==> src/rtl/seq_mul_if.sv <==
// Request/response bundle for the sequential multiplier: operands and start in,
// busy/done/product back.
interface seq_mul_if #(
  parameter int unsigned WIDTH = 8
);
  logic                 start;
  logic                 sgn;
  logic [WIDTH-1:0]     a;
  logic [WIDTH-1:0]     b;
  logic                 busy;
  logic                 done;
  logic [2*WIDTH-1:0]   p;

  modport master (
    output start, sgn, a, b,
    input  busy, done, p
  );

  modport slave (
    input  start, sgn, a, b,
    output busy, done, p
  );
endinterface

==> src/rtl/seq_mul.sv <==
// Radix-2 Booth sequential multiplier, signed or unsigned, one iteration per clock.
// The WIDTH+1 iterations run on operands extended to WIDTH+1 bits.
module seq_mul #(
  parameter int unsigned WIDTH = 8
) (
  input  logic       clk,
  input  logic       rst,
  seq_mul_if.slave   bus
);

  localparam int unsigned XW  = WIDTH + 1;       // extended operand width
  localparam int unsigned AW  = XW + 1;          // accumulator, one spare bit so +/-A never overflows
  localparam int unsigned PW  = AW + XW;         // {accumulator, multiplier}
  localparam int unsigned PRW = 2 * WIDTH;       // product width
  localparam int unsigned CW  = $clog2(XW + 1);  // iteration counter width

  typedef enum logic {
    IDLE = 1'b0,
    RUN  = 1'b1
  } state_t;

  state_t           state_q, state_d;
  logic [XW-1:0]    a_q, a_d;
  logic [PW-1:0]    prod_q, prod_d;
  logic             guard_q, guard_d;
  logic [CW-1:0]    cnt_q, cnt_d;
  logic             busy_q, busy_d;
  logic             done_q, done_d;
  logic [PRW-1:0]   p_q, p_d;

  logic [XW-1:0]    a_ext;
  logic [XW-1:0]    b_ext;
  logic [AW-1:0]    acc;
  logic [AW-1:0]    a_wide;
  logic [AW-1:0]    sum;
  logic [PW-1:0]    sum_full;
  logic [PW-1:0]    step_prod;

  // Operand extension chosen by the requested mode
  always_comb begin
    a_ext = bus.sgn ? {bus.a[WIDTH-1], bus.a} : {1'b0, bus.a};
    b_ext = bus.sgn ? {bus.b[WIDTH-1], bus.b} : {1'b0, bus.b};
  end

  // One Booth iteration: add 0/+A/-A to the upper half, then arithmetic shift right
  always_comb begin
    acc    = prod_q[PW-1 -: AW];
    a_wide = {a_q[XW-1], a_q};
    unique case ({prod_q[0], guard_q})
      2'b01:   sum = acc + a_wide;
      2'b10:   sum = acc - a_wide;
      default: sum = acc;
    endcase
    sum_full  = {sum, prod_q[XW-1:0]};
    step_prod = {sum_full[PW-1], sum_full[PW-1:1]};
  end

  // Next-state and datapath control
  always_comb begin
    state_d = state_q;
    a_d     = a_q;
    prod_d  = prod_q;
    guard_d = guard_q;
    cnt_d   = cnt_q;
    done_d  = 1'b0;
    p_d     = p_q;

    unique case (state_q)
      IDLE: begin
        if (bus.start) begin
          a_d     = a_ext;
          prod_d  = {AW'(0), b_ext};
          guard_d = 1'b0;
          cnt_d   = CW'(XW);
          state_d = RUN;
        end
      end
      RUN: begin
        prod_d  = step_prod;
        guard_d = prod_q[0];
        cnt_d   = cnt_q - CW'(1);
        if (cnt_q == CW'(1)) begin
          state_d = IDLE;
          done_d  = 1'b1;
          p_d     = step_prod[PRW-1:0];
        end
      end
      default: state_d = IDLE;
    endcase

    busy_d = (state_d == RUN);
  end

  // State register
  always_ff @(posedge clk or posedge rst) begin
    if (rst) begin
      state_q <= IDLE;
      a_q     <= '0;
      prod_q  <= '0;
      guard_q <= 1'b0;
      cnt_q   <= '0;
      busy_q  <= 1'b0;
      done_q  <= 1'b0;
      p_q     <= '0;
    end else begin
      state_q <= state_d;
      a_q     <= a_d;
      prod_q  <= prod_d;
      guard_q <= guard_d;
      cnt_q   <= cnt_d;
      busy_q  <= busy_d;
      done_q  <= done_d;
      p_q     <= p_d;
    end
  end

  assign bus.busy = busy_q;
  assign bus.done = done_q;
  assign bus.p    = p_q;

endmodule

==> src/flat_wrapper.sv <==
// flat-port wrapper written by rule: the top's interface ports become plain ports
module seq_mul_flat 
#(
  parameter int unsigned WIDTH = 8
)
  (clk, rst, bus_start, bus_sgn, bus_a, bus_b, bus_busy, bus_done, bus_p);
  seq_mul_if #(.WIDTH(WIDTH)) bus_i ();
  input  logic clk;
  input  logic rst;
  input wire logic [$bits(bus_i.start)-1:0] bus_start;
  input wire logic [$bits(bus_i.sgn)-1:0] bus_sgn;
  input wire logic [$bits(bus_i.a)-1:0] bus_a;
  input wire logic [$bits(bus_i.b)-1:0] bus_b;
  output wire logic [$bits(bus_i.busy)-1:0] bus_busy;
  output wire logic [$bits(bus_i.done)-1:0] bus_done;
  output wire logic [$bits(bus_i.p)-1:0] bus_p;
  assign bus_i.start = bus_start;
  assign bus_i.sgn = bus_sgn;
  assign bus_i.a = bus_a;
  assign bus_i.b = bus_b;
  assign bus_busy = bus_i.busy;
  assign bus_done = bus_i.done;
  assign bus_p = bus_i.p;
  seq_mul #(.WIDTH(WIDTH)) u_core (.clk(clk), .rst(rst), .bus(bus_i));
endmodule
==> config.mk <==
export PLATFORM = sky130hd
export DESIGN_NAME = seq_mul_flat
export DESIGN_NICKNAME = d
export VERILOG_FILES = /design/src/rtl/seq_mul_if.sv /design/src/rtl/seq_mul.sv /design/src/flat_wrapper.sv
export SDC_FILE = /design/constraint.sdc
export NUM_CORES = 1
export LEC_CHECK = 0
export ABC_CLOCK_PERIOD_IN_PS = 2700
export BUFFER_PORTS_ARGS = -buffer_cell sky130_fd_sc_hd__buf_2
export CAP_MARGIN = 25
export CORE_MARGIN = 1.5
export CORE_UTILIZATION = 57
export CTS_CLUSTER_SIZE = 25
export DETAILED_ROUTE_END_ITERATION = 6
export PLACE_DENSITY_LB_ADDON = 0.15
export SLEW_MARGIN = 15
export SYNTH_ARGS = -nofsm -noshare
export SYNTH_HDL_FRONTEND = slang
export SYNTH_SLANG_ARGS = --single-unit
==> constraint.sdc <==
create_clock -name clk -period 2.7 [get_ports clk]
set_input_delay 0.54 -clock clk [delete_from_list [all_inputs] [get_ports clk]]
set_output_delay 0.54 -clock clk [all_outputs]
set_load 0.02 [all_outputs]
# Word-level counts from Yosys, hierarchy flattened
# Cells that the tools add are included.
# classes
add_sub_neg,3
n_eq_ne,4
n_mux,14
n_bitwise,1
reduce_logical,2
# ops
operator,n
$pmux 19 s2,1
$pmux 10 s2,1
$mux 19,1
$mux 9,2
$add 10x10->10,1
$sub 10x10->10,1
$pmux 4 s2,1
$mux 1,5
$eq 4x1->1 const B,1
$mux 4,1
$pmux 1 s2,2
$reduce_and 2->1,2
$sub 4x1->4 const B,1
$eq 2x1->1 const B,1
$eq 2x2->1 const B,1
$ne 2x2->1 const B,1
$not 1->1,1
# totals
ff_bits,51
inputBits,20
output_inout_bits,18
elab_cells,31

# Depth between registers and ports, before layout
# logic_depth
word_depth,3
ltp_mapped,13
mapped_depth_nobuf,13

# Worst setup path before layout
# OpenSTA, ideal clock, no wires.
# synth_path
path_type,register to register
from,register u_core.a_q[0]
to,register u_core.prod_q[17]
setup_time_ns,0.079
arrival_time_ns,2.360
required_time_ns,2.621
setup_slack_ns,0.261
path_stages_with_launch,14
path_buffers,0
synth_period_minus_slack_ns,2.439
path_cell_list,dfrtp_1 -> inv_1 -> ha_1 -> nand2_1 -> nor3_1 -> nor2_1 -> xnor2_1 -> ha_1 -> o21a_1 -> o21ai_1 -> a311o_1 -> and3_4 -> nor3_2 -> mux2i_1
# synth_between
elab_chain_len,3
word_cells_on_any_way,4
classes_between,add/sub (2); mux (2)
# synth_lines
element,line,text
"start, declared",seq_mul.sv:23,"logic [XW-1:0] a_q, a_d;"
"start signal, assigned",seq_mul.sv:98,a_q <= '0;
"start signal, assigned",seq_mul.sv:107,a_q <= a_d;
$sub 10x10->10 or $add 10x10->10 (tied branches),"seq_mul.sv:51, seq_mul.sv:50",
$pmux 10 s2 (*),seq_mul.sv:49,"unique case ({prod_q[0], guard_q})"
$pmux 19 s2 (*),seq_mul.sv:68,unique case (state_q)
"end signal, assigned",seq_mul.sv:108,prod_q <= prod_d;
"end, declared",seq_mul.sv:24,"logic [PW-1:0] prod_q, prod_d;"
# Every way passes the cells marked *; elsewhere a longest branch is shown, timed or not.
# A chain may end at the register's enable or synchronous reset.

# Worst setup path after layout
# layout_path
from,register u_core.a_q[0]
to,register u_core.prod_q[16]
# Same word-level chain as after synthesis.

==> metrics.txt <==
Bufs and invs on worst path 1; Critical Path RT 2880 ps; max-cap viol count 0; Avg Cell Area, Syn 9.53 µm²; first-pass GRT wire length 9630 µm; row count 24; total global routing overflow 0; met1 WL 2610 µm; Critical Path Start u_core.a_q[0]; TritonCTS clock tree built; die width 71.7 µm; DRT Pass-1 Iters 6; clk_lat worst skew ~300 ps; largest net degree at the start of global routing 28; top routing layer used met4; vias post-DR 2,137; Yosys cell types 46; fin crit share a little over nine tenths; Final Max Slew Viols 0; crit path capture u_core.prod_q[16]; dpl ws 58.9 ps; Routed Antenna Nets 0; Setup-failing EPs final 0; Mapped Area roughly 2700 µm²; fraction of layout instances using a drive strength above 1 24.8%; Critical Path Max Stage Delay 590 ps; Initial Util approximately 61%; crit end category flop; Die Area 5140 µm²; Mapped Nets 316; Core ar. 4440 µm²; GRT Total Usage about 24%; dpl hpwl 4030 µm; Slowest-stage cell, CP or4_1; YS warnings 0; PortBufs 37; Layout Area Growth over Synthesis 16.4%; Yosys reg bits 50; FF-to-FF setup slack 130 ps; drt total wl 5850 µm; run status finished, final reports clean; Worst Max-Slew Pin Slew approximately 550 ps; WP data arrival approximately 2800 ps; metal3 WL around 210 µm; family with the most delay on the worst path simple AND/OR/NAND/NOR gates; CP startpoint kind flop; f_max roughly 390 MHz; total CTS buffers 5; Seq/Total Area, Yosys 46.5%; hold slack 272 ps; WP depth 9; vias in the first global route 2,100; H-tree levels 2; final hold viol count 0; Vias/cell 5.65; clock sinks 50; Synth Instances ~280; FFs w/ async S/R, synth between 90% and 100%; global placer's final weighted congestion 0.852; met2 WL post-DR 2970 µm; CP cell instances buf_4 > nor4b_4 > nor2_1 > xnor2_1 > ha_1 > or4_1 > o21ai_2 > mux2i_1 > o311ai_1; R2R Path Start u_core.a_q[0]; # IOs 38; final worst path period need 2570 ps; r2r endpoint u_core.prod_q[16]; Die H between 70 and 80 µm; Final nets 360; relative slew slack 63.0%; Main synth FF type dfrtp_1; initial antenna violation count 0; initial drt markers 87; critical-path maximum fanout 5; Post-synth EDFFs 0; post-DR wirelength/cell 15.5 µm; critical path class flop to flop; ant diodes 0; Clock Pin Slew Worst Setup and Hold Paths 100 ps; Filler cells between 300 and 400; Clock Skew 10.9 ps; Worst Hold Class input pin to asynchronous set/reset pin; Worst Reg-to-Reg Cells 9; # hold bufs at CTS 0; Root Driver clkbuf_8; worst-case clock buffer depth 2; PnR worst setup slack between 100 and 150 ps; DRC Markers 0
-- metrics by stage --
step	instances	instance area (µm²)	setup TNS, ps	utilization, %
2_1_floorplan	282	2690	0	-
3_3_place_gp	365	2930	0	66.0
3_5_place_dp	365	2930	0	66.0
4_1_cts	372	3020	0	67.8
5_1_grt	378	3130	-22.8	70.4
6_report	378	3130	0	70.4
-- layout make-up --
type                            count  area, µm²  area share [%]
Clock buffer                        5       68.8            2.20
Clock inverter                      2       13.8           0.440
Inverter                           17       63.8            2.04
Multi-Input combinational cell    203       1390            44.4
Sequential cell                    50       1250            40.0
Tap cell                           52       65.1            2.08
Timing Repair Buffer               49        275            8.80
-- state kept, by name, summed over array words and instances, names as in the netlist --
register	flops
u_core.prod_q	18
u_core.bus.p	16
u_core.a_q	9
u_core.cnt_q	4
u_core.bus.done	1
u_core.guard_q	1
u_core.state_q	1
-- cell usage after synthesis, drive strengths merged (2+ instances only) --
master	n	area share (%)
dfrtp	50	47
buf	7	1.2
a21oi	12	2.2
a311oi	2	0.65
inv	17	2.4
a31oi	3	0.70
a21o	2	0.61
mux2i	14	5.2
o31ai	2	0.56
xor2	3	0.98
nor2b	6	1.5
o21ai	27	5.0
xnor2	10	3.3
o21a	2	0.56
mux2	9	3.8
nor3	9	1.9
clkbuf	5	0.70
nor2	14	2.0
or3	2	0.47
nand3	4	0.74
ha	13	6.0
nand2	53	7.4
-- cell usage in the layout, fill, tap and decap left out, types with 2 or more instances in the layout --
master    Yosys  routed
xnor2_1      10      10
ha_1         13      11
o21ai_2       0       2
mux2i_1      14      14
xor2_1        3       3
inv_1        16      14
clkbuf_8      0       5
nand3_1       4       4
nor3_1        8       8
o21ai_1       9       7
buf_2         5      37
mux2_1        2       2
o31ai_1       2       2
inv_2         1       3
or3_1         2       2
buf_4         0      12
a31oi_1       3       3
ha_4          0       2
a21oi_1      12      11
o21ai_0      18      18
dfrtp_1      50      49
nand2_1      53      53
mux2_2        7       7
nor2_1       13      13
nor2b_1       5       5
o21a_1        2       2
-- layer usage --
layer	track usage [%]	vias up
met5	0	-
met3	5.77	7
met2	40.1	42
met1	31.5	1038
li1	-	1050
met4	6.92	0
-- worst min-delay path by stage --
| stage | from | end | slack [ps] |
|---|---|---|---|
| 2_1_floorplan | u_core.prod_q[8] | u_core.bus.p[7] | 450 |
| 3_3_place_gp | u_core.bus.p[2] | u_core.bus.p[2] | 450 |
| 3_5_place_dp | u_core.bus.p[4] | u_core.bus.p[4] | 460 |
| 4_1_cts | rst | u_core.cnt_q[3] | 290 |
| 5_1_grt | rst | u_core.cnt_q[3] | 330 |
| 6_report | rst | u_core.cnt_q[3] | 270 |
-- cells by family after synthesis --
kind of cell    count (synthesis)  share of synthesized area [%]
simple gates                   96                           16.6
xor+xnor                       13                           4.23
compound gates                 57                           12.6
mux                            23                           8.98
buf+inv                        29                           4.28
flops                          50                           46.5
fa+ha+maj                      14                           6.79
-- worst register-to-register path: stages (launching register included) --
cell,delay (ps)
dfrtp_2,410
buf_4,150
nor4b_4,290
nor2_1,80
xnor2_1,130
ha_1,290
or4_1,590
o21ai_2,170
mux2i_1,220
o311ai_1,110
-- timing repair --
item,CTS,global route
setup buffers,0,6
setup endpoints to repair,0,8
resized for setup,0,14
endpoints found under the hold margin,0,0
Power is left out: the tool's default activity adds up to more than one toggle a clock period on the data nets, which glitch-free logic cannot reach.
